## config.mk

```make
export PLATFORM = sky130hd
export DESIGN_NAME = pc_unit
export DESIGN_NICKNAME = d
export VERILOG_FILES = /design/src/rtl/pc_pkg.sv /design/src/rtl/pc_irq_latch.sv /design/src/rtl/pc_unit.sv
export SDC_FILE = /design/constraint.sdc
export NUM_CORES = 1
export LEC_CHECK = 0
export ABC_AREA = 1
export CAP_MARGIN = 40
export CORE_MARGIN = 3
export CORE_UTILIZATION = 49
export DETAILED_ROUTE_END_ITERATION = 8
export GPL_TIMING_DRIVEN = 0
export PLACE_DENSITY_LB_ADDON = 0.05
export SYNTH_ARGS = -nofsm -noshare
export SYNTH_HDL_FRONTEND = slang
export SYNTH_HIERARCHICAL = 1
export SYNTH_SLANG_ARGS = --single-unit
export TNS_END_PERCENT = 5
```

## constraint.sdc

```tcl
create_clock -name clk -period 1.9 [get_ports clk]
set_input_delay 0.285 -clock clk [delete_from_list [all_inputs] [get_ports clk]]
set_output_delay 0.285 -clock clk [all_outputs]
set_load 0.02 [all_outputs]
```

## src/rtl/pc_pkg.sv

```systemverilog
// Shared types and default vectors for the program-counter unit.
package pc_pkg;

    typedef enum logic {
        PC_RUN  = 1'b0,
        PC_TRAP = 1'b1
    } pc_state_e;

    typedef enum logic [1:0] {
        CAUSE_NONE = 2'd0,
        CAUSE_EXC  = 2'd1,
        CAUSE_IRQ  = 2'd2
    } pc_cause_e;

    localparam int          DEFAULT_XLEN      = 32;
    localparam int          DEFAULT_INC       = 4;
    localparam logic [31:0] DEFAULT_RESET_VEC = 32'h8000_0000;
    localparam logic [31:0] DEFAULT_EXC_VEC   = 32'h8000_0004;
    localparam logic [31:0] DEFAULT_IRQ_VEC   = 32'h8000_0008;

endpackage

```

## src/rtl/pc_irq_latch.sv

```systemverilog
// Interrupt rising-edge detector with a single pending bit; present only when PC_IRQ_EN is defined.
module pc_irq_latch (
    input  logic clk,
    input  logic reset_n,
    input  logic irq,
    input  logic service,
    output logic irq_pending
);

    logic irq_q;
    logic pending_q;
    logic irq_rise;

    assign irq_rise = irq & ~irq_q;

    always_ff @(posedge clk) begin
        if (!reset_n) begin
            irq_q     <= 1'b0;
            pending_q <= 1'b0;
        end else begin
            irq_q <= irq;
            // A fresh edge wins over service so a back-to-back request is never lost.
            if (irq_rise)
                pending_q <= 1'b1;
            else if (service)
                pending_q <= 1'b0;
        end
    end

    assign irq_pending = pending_q;

endmodule

```

## src/rtl/pc_unit.sv

```systemverilog
// Program-counter unit: sequential fetch, branch/stall, exception and interrupt traps, eret.
// Interrupt support is built only when the macro PC_IRQ_EN is defined.
module pc_unit
    import pc_pkg::*;
#(
    parameter int              XLEN      = DEFAULT_XLEN,
    parameter int              INC       = DEFAULT_INC,
    parameter logic [XLEN-1:0] RESET_VEC = XLEN'(DEFAULT_RESET_VEC),
    parameter logic [XLEN-1:0] EXC_VEC   = XLEN'(DEFAULT_EXC_VEC),
    parameter logic [XLEN-1:0] IRQ_VEC   = XLEN'(DEFAULT_IRQ_VEC)
) (
    input  logic            clk,
    input  logic            reset_n,
    input  logic            stall,
    input  logic            branch_en,
    input  logic [XLEN-1:0] branch_target,
    input  logic            exception,
    input  logic            irq,
    input  logic            eret,
    output logic [XLEN-1:0] ia,
    output logic [XLEN-1:0] epc,
    output logic            in_trap,
    output logic            irq_pending,
    output logic [1:0]      cause
);

    pc_state_e       state_q, state_d;
    pc_cause_e       cause_q, cause_d;
    logic [XLEN-1:0] ia_q, ia_d;
    logic [XLEN-1:0] epc_q, epc_d;
    logic            pending;
    logic            irq_take;
    logic [1:0]      unused_target_lsb;

    assign unused_target_lsb = branch_target[1:0];

`ifdef PC_IRQ_EN
    pc_irq_latch u_irq_latch (
        .clk         (clk),
        .reset_n     (reset_n),
        .irq         (irq),
        .service     (irq_take),
        .irq_pending (pending)
    );
`else
    logic            unused_irq;
    logic [XLEN-1:0] unused_irq_vec;

    assign pending        = 1'b0;
    assign unused_irq     = irq;
    assign unused_irq_vec = IRQ_VEC;
`endif

    // An exception in the same cycle keeps the interrupt pending for later.
    assign irq_take = pending && (state_q == PC_RUN) && !exception;

    always_comb begin
        // NOTE: every signal driven here gets a default first, so no path can infer a latch.
        state_d = state_q;
        cause_d = cause_q;
        epc_d   = epc_q;
        ia_d    = ia_q + XLEN'(INC);

        if (exception) begin
            epc_d   = ia_q;
            ia_d    = EXC_VEC;
            cause_d = CAUSE_EXC;
            state_d = PC_TRAP;
        end else if (irq_take) begin
            epc_d   = ia_q;
            ia_d    = IRQ_VEC;
            cause_d = CAUSE_IRQ;
            state_d = PC_TRAP;
        end else if (eret && (state_q == PC_TRAP)) begin
            ia_d    = epc_q;
            state_d = PC_RUN;
        end else if (branch_en) begin
            ia_d = {branch_target[XLEN-1:2], 2'b00};
        end else if (stall) begin
            ia_d = ia_q;
        end
    end

    always_ff @(posedge clk) begin
        // NOTE: non-blocking assignments so every register samples the same pre-edge values.
        if (!reset_n) begin
            state_q <= PC_RUN;
            cause_q <= CAUSE_NONE;
            ia_q    <= RESET_VEC;
            epc_q   <= '0;
        end else begin
            state_q <= state_d;
            cause_q <= cause_d;
            ia_q    <= ia_d;
            epc_q   <= epc_d;
        end
    end

    assign ia          = ia_q;
    assign epc         = epc_q;
    assign in_trap     = (state_q == PC_TRAP);
    assign irq_pending = pending;
    assign cause       = cause_q;

endmodule

```

Word level (Yosys, flattened, before mapping)

Index checks and enable logic that the tools add are counted.
W data, S select, Z words.

$add $sub $neg: 1
Equality and inequality tests: 2
Mux-type cells: 6
Bitwise operators: 1
Reduce and logical (&&, ||, !) cells: 3

Operators by type and width:

| cell                    | number |
|---|---|
| $mux W32                | 3 |
| $add A32 B3 Y32 const B | 1 |
| $ne A4 B1 Y1 const B    | 1 |
| $mux W3                 | 1 |
| $ne A3 B1 Y1 const B    | 1 |
| $mux W1                 | 2 |
| $reduce_bool A2 Y1      | 1 |
| $reduce_or A2 Y1        | 1 |
| $logic_and A1 B1 Y1     | 1 |
| $not A1 Y1              | 1 |

Register bits: 66
Output and inout bits: 68
Logic and storage cells: 18

Longest topological paths before layout

Gate-level depths: netlist of run 1.

Depth in word-level cells: 5
Depth in mapped cells: 12
Depth with buffers taken out: 12

Worst setup path after synthesis of run 1

No wires, ideal clock.

Path type: register to register
From: reg ia_q[2] (netlist: ia[2])
To: reg ia_q[18] (netlist: ia[18])
Setup time: 0.066 ns
Arrival time: 1.592 ns
Data required time: 1.834 ns
Setup slack: 0.242 ns
Stages on the path, launching flop included: 11
Clock period less this slack: 1.658 ns
Cell sequence: dfxtp_1 > ha_1 > inv_1 > nor2_4 > nand2_4 > nor2_4 > xor2_1 > nand2_1 > nand2_1 > nand2_1 > a21oi_2

Cells in the longest elaborated chain, start to end: 4

Ends and longest elaborated chain:

| what                     | RTL line      | RTL |
|---|---|---|
| start: declaration       | pc_unit.sv:29 | `logic [XLEN-1:0] ia_q, ia_d;` |
| start signal: assignment | pc_unit.sv:94 | `ia_q <= ia_d;` |
| $add A32 B3 Y32          | pc_unit.sv:62 | `ia_d = ia_q + XLEN'(INC);` |
| $mux W32                 | pc_unit.sv:79 | `end else if (stall) begin` |
| $mux W32                 | pc_unit.sv:77 | `end else if (branch_en) begin` |
| $mux W32                 | pc_unit.sv:74 | `end else if (eret && (state_q == PC_TRAP)) begin` |

No other way between the ends. The select of a mux whose other input is x is not followed.
A chain may end at the register's enable or synchronous reset.

Worst setup path after layout of run 1

From: in reset_n
To: reg ia_q[0] (netlist: ia[0])

Cells in the longest elaborated chain, start to end: 2

Ends and longest elaborated chain:

| what                       | RTL line      | RTL |
|---|---|---|
| start: declaration         | pc_unit.sv:13 | `input logic reset_n,` |
| $not A1 Y1 (no line)       | n/a           |  |
| $reduce_or A2 Y1 (no line) | n/a           |  |

No other way between the ends.

==> qor.csv, run 1 <==
metric,value,unit
status,completed,
final hold vios,0,
Die Width,95.7,µm
number of remaining DRC errors,0,
r2r setup slk,0.12,ns
routed len/inst,16.5,µm
clk sinks,66,
fill count,714,
Pre-antenna DRT Iters,5,
startpoint of the worst hold path,exception,
CP Class,in -> reg,
largest net degree at the start of global routing,14,
"critical path fanouts, max",10,
Clock Skews,0.0146,ns
P&R area growth vs syn,34.3,%
hold buffer count at cts,0,
CP startpoint kind,input pin,
syn avg cell area,6.15,µm²
num rows,32,
Mapped Area,3950,µm²
grt ovf,0,
leakage power,2.15,nW
CTS buffer count,9,
Final min period,1.81,ns
cell count after synthesis,641,
CP Capture Type,flop,
setup TNS,0,ns
final worst slack,0.0879,ns
fin crit share,95.4,%
Max Slew Vio Count,0,
PD cells,660,nW/µm²
Core Area,7770,µm²
Critical Path Start,reset_n,
fin cells,860,
Final Cell Area,5300,µm²
via count,4674,
global-route usage over all layers,31.9,%
TritonCTS clock tree,built,
vias in the first global route,4415,
worst vdd ir,0.531,mV
Worst-Margin Slew,0.681,ns
Longest Clk Path Bufs,2,
RSZ-0062 raised after global routing,no,
clk root buf,clkbuf_8,
Placed Cells,844,
share of cells above drive strength 1,9.50,%
DRT iter0 DRCs,323,
post-layout util,68.2,%
first-pass GRT wire length,22300,µm
worst-skew pair later-pin latency,0.35,ns
antenna-violating nets left,0,
Hold Crit Endpoint,epc[31]$_SDFFE_PN0P_,
initial antenna violation count,0,
Die Area,9160,µm²
Ports,107,
minimum hold slack,0.482,ns
synth unique cells,31,
fmax,552,MHz
total routed wirelength,14200,µm
Initial Utilization,50.8,%
reg2reg start,ia[2]$_SDFFE_PN0P_,
Rel. slew slack,54.6,%
routability congestion estimate,0.949,
number of H-tree levels,3,
port buffer count,100,
diodes inserted,0,
Reg2Reg Capture Point,ia[10]$_SDFFE_PP0P_,
via/cell ratio,5.43,
half-perimeter wire length after detailed placement,10800,µm
combined area of the multi-input logic cells,2250,µm²
Ys Warns,6,
R2R depth,10,
DP Area,5080,µm²
nets@finish,793,
hold path depth,3,
Tot Pwr,3.50,mW
Worst Path Required,2.18,ns
Final setup viols,0,
FF+latch area,1330,µm²
pre-CTS WS,-0.360,ns
Worst Path Arrival,2.09,ns
chip height,95.7,µm
Worst-path clk slew,0.09,ns
Synth Register Bits,66,
maxcap violations,0,
"Seq/Total Area, Yosys",33.5,%
Hold Path Class,in -> reg,
per-layer routing:
metal / track usage [%] / up-vias / wire length, µm
li1: - / 2259 / -
met1: 40.9 / 2148 / 5890
met2: 52.4 / 237 / 6690
met3: 7.27 / 30 / 1300
met4: 11.6 / 0 / 346
met5: 0 / - / 0
how the worst max path moves through the flow:
stage | to | cells after the start | slack, ns
after floorplan | ia[18]$_SDFFE_PP0P_ | 10 | 0.24
after global placement | ia[22]$_SDFFE_PP0P_ | 10 | -0.30
after detailed placement | ia[25]$_SDFFE_PP0P_ | 10 | -0.36
after CTS | ia[5] | 1 | 0.02
after global routing | ia[21]$_SDFFE_PP0P_ | 10 | 0.001
final | ia[0]$_SDFFE_PP0P_ | 6 | 0.09
power breakdown:
group / switching [mW] / internal, mW / total, mW
clock network: 0.627 / 0.618 / 1.25
logic: 0.410 / 0.307 / 0.717
registers: 0.0829 / 1.45 / 1.54
total: 1.12 / 2.38 / 3.50
worst max-delay path: stages:
cell             delay [ns]
clkdlybuf4s50_1        0.56
inv_1                  0.14
nor2_2                 0.26
clkinv_1               0.32
clkbuf_2               0.33
a21oi_1                0.19
area by class of cell:
cell class,instances,share of cell area [%]
clock inverters,7,1.46
plain buffers,32,2.98
multi-input cells,483,42.5
well taps,102,2.41
flip-flops and latches,66,25.0
inverters,61,4.42
repair buffers,100,18.9
clock buffers,9,2.34
what timing repair did:
item | CTS | global route
pin swaps | 0 | 1
setup buffers | 0 | 0
setup endpoints to repair | 5 | 19
cloned | 0 | 0
gates resized for setup | 1 | 9
cells in the final DEF (no fill, tap or decap), drive strengths merged:
cell type,n
clkinv,5
dfxtp,66
xor2,6
a311oi,1
clkbuf,27
bufinv,1
nand3,38
a31oi,1
o21ai,50
buf,14
a21oi,71
nand2,206
o221ai,1
nor2,98
inv,61
nor3,2
nand3b,1
conb,2
o211ai,3
or2,1
clkdlybuf4s50,100
xnor2,1
clkinvlp,1
ha,1
sequential cells by signal (all words and copies together), names as in the netlist:
signal / cells
ia: 32
epc: 32
cause: 1
in_trap: 1
logic make-up (layout without fill, tap and decap cells):
| group | count (synthesis) | in the layout | share of synthesized area (%) |
|---|---|---|---|
| xor gates and xnor gates | 7 | 7 | 1.55 |
| and+or+nand+nor | 346 | 346 | 37.6 |
| DFF | 66 | 66 | 33.5 |
| other | 1 | 2 | 0.0951 |
| adders and majority gates | 1 | 1 | 0.317 |
| buffers and inverters | 93 | 209 | 9.86 |
| AOI/OAI and AO/OA | 127 | 127 | 17.1 |
cell usage after synthesis, drive strengths merged:
cell    count  area [µm²]
nand2     206         811
o211ai      3        22.5
dfxtp      66        1320
o21ai      50         250
buf        14        87.6
clkbuf     18        67.6
nor2       98         453
nand3b      1        7.51
o221ai      1        8.76
a21oi      71         378
inv        59         226
a311oi      1        8.76
conb        1        3.75
a31oi       1        6.26
clkinv      2        7.51
nor3        2        10.0
or2         1        6.26
xnor2       1        8.76
nand3      38         195
ha          1        12.5
xor2        6        52.6
Power figures use the tool's default switching activity.
==> run 2: changes to the inputs <==
--- a/config.mk
+++ b/config.mk
@@ -10,7 +10,6 @@
 export CORE_MARGIN = 3
 export CORE_UTILIZATION = 49
 export DETAILED_ROUTE_END_ITERATION = 8
-export GPL_TIMING_DRIVEN = 0
 export PLACE_DENSITY_LB_ADDON = 0.05
 export SYNTH_ARGS = -nofsm -noshare
 export SYNTH_HDL_FRONTEND = slang
==> constraint.sdc (replaced) <==
create_clock -name clk -period 1.9 [get_ports clk]
set_input_delay 0.38 -clock clk [delete_from_list [all_inputs] [get_ports clk]]
set_output_delay 0.38 -clock clk [all_outputs]
set_load 0.02 [all_outputs]
==> run 2 against run 1 <==
- maximum frequency fell by 1.9%
- critical path type is now reg -> out
- combinational power barely moved
- critical endpoint is now ia[3]
- setup slack got worse by 0.036 ns
- routed wire length fell by 10%
- clock skew fell by 0.0052 ns
- sequential share of layout area fell by 0.27 points
- cell area rose by 0.90%
- cell count fell by 1.2%
==> qor.csv, run 2 (synthesis gave the netlist of run 1 again) <==
metric,value,unit,change
status,completed,,
crit-path cells,buf_4 > clkdlybuf4s50_1,,
fin crit share,97.3,%,+1.9 points
largest net degree at the start of global routing,33,,+19
final worst slack,0.0522,ns,-0.0357 ns
DP Area,5130,µm²,+0.99%
vias in the first global route,4215,,-4.5%
first-pass GRT wire length,20600,µm,-7.5%
Final min period,1.85,ns,+0.0357 ns
grt ovf,0,,unchanged
port buffer count,101,,+1.0%
routability congestion estimate,0.908,,-4.3%
RSZ-0062 raised after global routing,no,,
nets@finish,783,,-1.3%
CTS resizes,0,,-1
Longest Clk Path Bufs,2,,unchanged
pre-CTS WS,0.0227,ns,+0.383 ns
Max Slew Vio Count,0,,unchanged
Core Area,7770,µm²,unchanged
half-perimeter wire length after detailed placement,9340,µm,-13%
"commonest non-fill, non-tap cell in the layout",nand2_1,,
R2R depth,11,,+1
num rows,32,,unchanged
number of H-tree levels,3,,unchanged
global-route usage over all layers,29.3,%,-2.7 points
DRT iter0 DRCs,232,,-28%
"Setup Fix Bufs, Post-CTS",0,,unchanged
antenna-violating nets left,0,,unchanged
via/cell ratio,5.27,,-3.1%
clk root buf,clkbuf_8,,
CP Capture Type,output pin,,
leakage power,2.24,nW,+4.6%
most frequent cells in the layout,"nand2_1 (197), clkdlybuf4s50_1 (97), nor2_1 (81), a21oi_1 (65), dfxtp_1 (64)",,
Clock Skews,0.00932,ns,-0.00525 ns
Final setup viols,0,,unchanged
Hold Path Class,reg -> reg,,
Final Cell Area,5350,µm²,+0.90%
post-layout util,68.8,%,+0.61 points
total routed wirelength,12800,µm,-10%
"Max stage delay cell, worst path",clkdlybuf4s50_1,,
Die Width,95.7,µm,unchanged
TritonCTS clock tree,built,,
final hold vios,0,,unchanged
CP Class,reg -> out,,
fill count,706,,-1.1%
diodes inserted,0,,unchanged
worst-skew pair later-pin latency,0.35,ns,about the same
chip height,95.7,µm,unchanged
worst vdd ir,0.426,mV,-20%
Initial Utilization,50.8,%,unchanged
PD cells,655,nW/µm²,-0.86%
Ports,107,,unchanged
initial antenna violation count,0,,unchanged
Tot Pwr,3.50,mW,about the same
hold path depth,2,,-1
setup TNS,0,ns,unchanged
via count,4476,,-4.2%
Placed Cells,834,,-1.2%
Worst Path Required,1.52,ns,-0.66 ns
clk sinks,66,,unchanged
Die Area,9160,µm²,unchanged
maxcap violations,0,,unchanged
Worst Path Arrival,1.47,ns,-0.62 ns
hold buffer count at cts,0,,unchanged
CTS buffer count,9,,unchanged
share of cells above drive strength 1,10.0,%,+0.53 points
"critical path fanouts, max",4,,-6
Pre-antenna DRT Iters,5,,unchanged
Worst-path clk slew,0.08,ns,about the same
fin cells,850,,-1.2%
number of remaining DRC errors,0,,unchanged
minimum hold slack,0.472,ns,-0.0102 ns
routed len/inst,15.0,µm,-9.2%
critical path's largest stage delay,0.60,ns,+0.04 ns
CP startpoint kind,flop,,
P&R area growth vs syn,35.5,%,
fmax,541,MHz,-1.9%
## run 2: cell count changes in the layout (fill, tap and decap cells not counted), sizes merged
cell           before  now
buf                14   21
clkbuf             27   11
dlymetal6s2s        0    4
clkdlybuf4s50     100   97
inv                61   59
## run 2: layer usage
layer | up-vias | GRT usage (%) | routed length, µm
met2 | 159 | 47.1 | 6190
met1 | 2054 | 38.1 | 5570
li1 | 2242 | - | -
met5 | - | 0 | 0
met3 | 21 | 6.10 | 769
met4 | 0 | 12.1 | 223
## run 2: power breakdown
part	switching [mW]	leakage, nW	internal, mW
clock network	0.582	0.105	0.671
logic	0.396	1.60	0.322
registers	0.0742	0.543	1.45
## run 2: critical path, delay by kind of cell (launching register included)
kind     cells  cell delay [ns]
flops        1             0.38
buf+inv      2             0.74
## run 2: layout make-up
class	count	area (µm²)	share of cell area (%)
repair buffers	122	1220	22.7
flip-flops and latches	66	1320	24.8
clock inverters	5	52.6	0.983
clock buffers	11	151	2.83
multi-input cells	483	2240	41.9
inverters	61	234	4.38
well taps	102	128	2.39
## run 2: path summary, 6_finish.rpt
check / startpoint / end / slack, ns
worst min-delay path: epc[18]$_SDFFE_PN0P_ / epc[18]$_SDFFE_PN0P_ / 0.47
worst max-delay path: ia[3]$_SDFFE_PP0P_ / ia[3] / 0.05
worst max register to register: ia[3]$_SDFFE_PP0P_ / ia[22]$_SDFFE_PP0P_ / 0.20
worst min register to register: epc[18]$_SDFFE_PN0P_ / epc[18]$_SDFFE_PN0P_ / 0.47
==> run 3: changes to the inputs <==
--- a/config.mk
+++ b/config.mk
@@ -10,7 +10,9 @@
 export CORE_MARGIN = 3
 export CORE_UTILIZATION = 49
 export DETAILED_ROUTE_END_ITERATION = 8
+export GPL_TIMING_DRIVEN = 0
 export PLACE_DENSITY_LB_ADDON = 0.05
+export SKIP_CTS_REPAIR_TIMING = 1
 export SYNTH_ARGS = -nofsm -noshare
 export SYNTH_HDL_FRONTEND = slang
 export SYNTH_HIERARCHICAL = 1
==> run 3 against run 2 <==
- clock power about the same
- sequential share of layout area rose by 0.19 points
- cell area down 0.47%
- routed wire length up 12%
- largest power group unchanged
==> qor.csv, run 3 (synthesis gave the netlist of run 1 again) <==
metric,value,unit,change
clk sinks,66,,unchanged
DRT iter0 DRCs,323,,+39%
Worst-Margin Slew,0.672,ns,
routability congestion estimate,0.949,,+4.5%
Rel. slew slack,55.2,%,
R2R depth,10,,-1
half-perimeter wire length after detailed placement,10800,µm,+15%
most frequent cells in the layout,"nand2_1 (196), clkdlybuf4s50_1 (97), nor2_1 (81), a21oi_1 (65), dfxtp_1 (61)",,
Worst-path clk slew,0.08,ns,about the same
CP Class,reg -> out,,
"critical path fanouts, max",6,,+2
global-route usage over all layers,31.9,%,+2.7 points
port buffer count,100,,-0.99%
leakage power,2.20,nW,-1.9%
Reg2Reg Capture Point,ia[10]$_SDFFE_PP0P_,,
Worst Path Required,1.52,ns,about the same
r2r setup slk,0.13,ns,-0.07 ns
number of H-tree levels,3,,unchanged
PD cells,658,nW/µm²,+0.56%
status,completed,,
first-pass GRT wire length,22300,µm,+8.1%
Placed Cells,844,,+1.2%
clk root buf,clkbuf_8,,
hold path depth,2,,unchanged
startpoint of the worst hold path,cause[0]$_SDFFE_PN0P_,,
Initial Utilization,50.8,%,unchanged
CTS buffer count,9,,unchanged
final hold vios,0,,unchanged
via count,4697,,+4.9%
"Max stage delay cell, worst path",clkdlybuf4s50_1,,
Buf/Inv on CP,1,,-1
num rows,32,,unchanged
Hold Crit Endpoint,cause[0]$_SDFFE_PN0P_,,
Die Area,9160,µm²,unchanged
Pre-antenna DRT Iters,5,,unchanged
worst vdd ir,0.528,mV,+24%
Longest Clk Path Bufs,2,,unchanged
Max Slew Vio Count,0,,unchanged
share of cells above drive strength 1,9.89,%,-0.13 points
RSZ-0062 raised after global routing,yes,,
Ports,107,,unchanged
TritonCTS clock tree,built,,
Clock Skews,0.0143,ns,+0.00503 ns
grt ovf,0,,unchanged
reg2reg start,ia[2]$_SDFFE_PN0P_,,
Tot Pwr,3.50,mW,about the same
critical path's largest stage delay,0.66,ns,+0.06 ns
chip height,95.7,µm,unchanged
initial antenna violation count,0,,unchanged
routed len/inst,16.6,µm,+10%
Final setup viols,0,,unchanged
crit-path cells,clkdlybuf4s50_1,,
maxcap violations,0,,unchanged
Final Cell Area,5320,µm²,-0.47%
DP Area,5080,µm²,-0.98%
CP top delay family,buffers and inverters,,
vias in the first global route,4415,,+4.7%
CP startpoint kind,flop,,
Die Width,95.7,µm,unchanged
largest net degree at the start of global routing,14,,-58%
minimum hold slack,0.481,ns,+0.00924 ns
diodes inserted,0,,unchanged
number of remaining DRC errors,0,,unchanged
via/cell ratio,5.46,,+3.7%
nets@finish,793,,+1.3%
fin crit share,97.0,%,-0.22 points
fin cells,860,,+1.2%
worst-skew pair later-pin latency,0.35,ns,about the same
fmax,542,MHz,+0.23%
CP Capture Type,output pin,,
total routed wirelength,14200,µm,+12%
antenna-violating nets left,0,,unchanged
Hold Path Class,reg -> reg,,
P&R area growth vs syn,34.9,%,
"commonest non-fill, non-tap cell in the layout",nand2_1,,
Worst Path Arrival,1.46,ns,about the same
Core Area,7770,µm²,unchanged
Final min period,1.84,ns,-0.00423 ns
-- run 3: worst reg2reg max path, cell delays in order (launching register included) --
cell and delay (ns):
dfxtp_2 0.43, ha_1 0.23, inv_1 0.09, nor2_4 0.17
nand2_4 0.12, inv_1 0.18, nand2_1 0.07, nand3_1 0.07
nand3_1 0.08, o211ai_1 0.12, a21oi_1 0.10
-- run 3: metal layers --
metal  global-route usage (%)  wire length [µm]
met5                        0                 0
met4                     11.6               353
met3                     7.27              1250
met2                     52.4              6640
met1                     40.9              5990
-- run 3: per-stage QoR --
step / setup TNS, ns / utilization, % / worst slack [ns]
3_3_place_gp: -8.22 / 65.4 / -0.398
3_5_place_dp: -9.90 / 65.4 / -0.455
6_report: 0 / 68.5 / 0.0564
5_1_grt: -0.00133 / 68.5 / -0.00133
2_1_floorplan: 0 / - / 0.242
4_1_cts: -1.21 / 68.0 / -0.110
-- run 3: final cells by class --
| cell class | instances | area (µm²) |
|---|---|---|
| repair buffers | 100 | 1010 |
| clock inverters | 7 | 77.6 |
| plain buffers | 32 | 165 |
| well taps | 102 | 128 |
| inverters | 61 | 238 |
| clock buffers | 9 | 124 |
| multi-input cells | 483 | 2250 |
| flip-flops and latches | 66 | 1330 |
| fillers | 699 | 2450 |
-- run 3: report_power, final --
| part | switching, mW | total [mW] | internal [mW] | leakage (nW) |
|---|---|---|---|---|
| registers | 0.0828 | 1.54 | 1.46 | 0.544 |
| clock network | 0.627 | 1.24 | 0.618 | 0.100 |
| logic | 0.412 | 0.721 | 0.309 | 1.56 |
-- run 3: worst max path at each step --
stage,startpoint,endpoint,slack [ns],cells past startpoint
2_1_floorplan,ia[2]$_SDFFE_PN0P_,ia[18]$_SDFFE_PP0P_,0.24,10
3_3_place_gp,eret,ia[22]$_SDFFE_PP0P_,-0.40,10
3_5_place_dp,eret,ia[25]$_SDFFE_PP0P_,-0.46,10
4_1_cts,eret,ia[19]$_SDFFE_PP0P_,-0.11,10
5_1_grt,ia[2]$_SDFFE_PN0P_,ia[14]$_SDFFE_PP0P_,-0.001,10
6_report,ia[7]$_SDFFE_PP0P_,ia[7],0.06,1
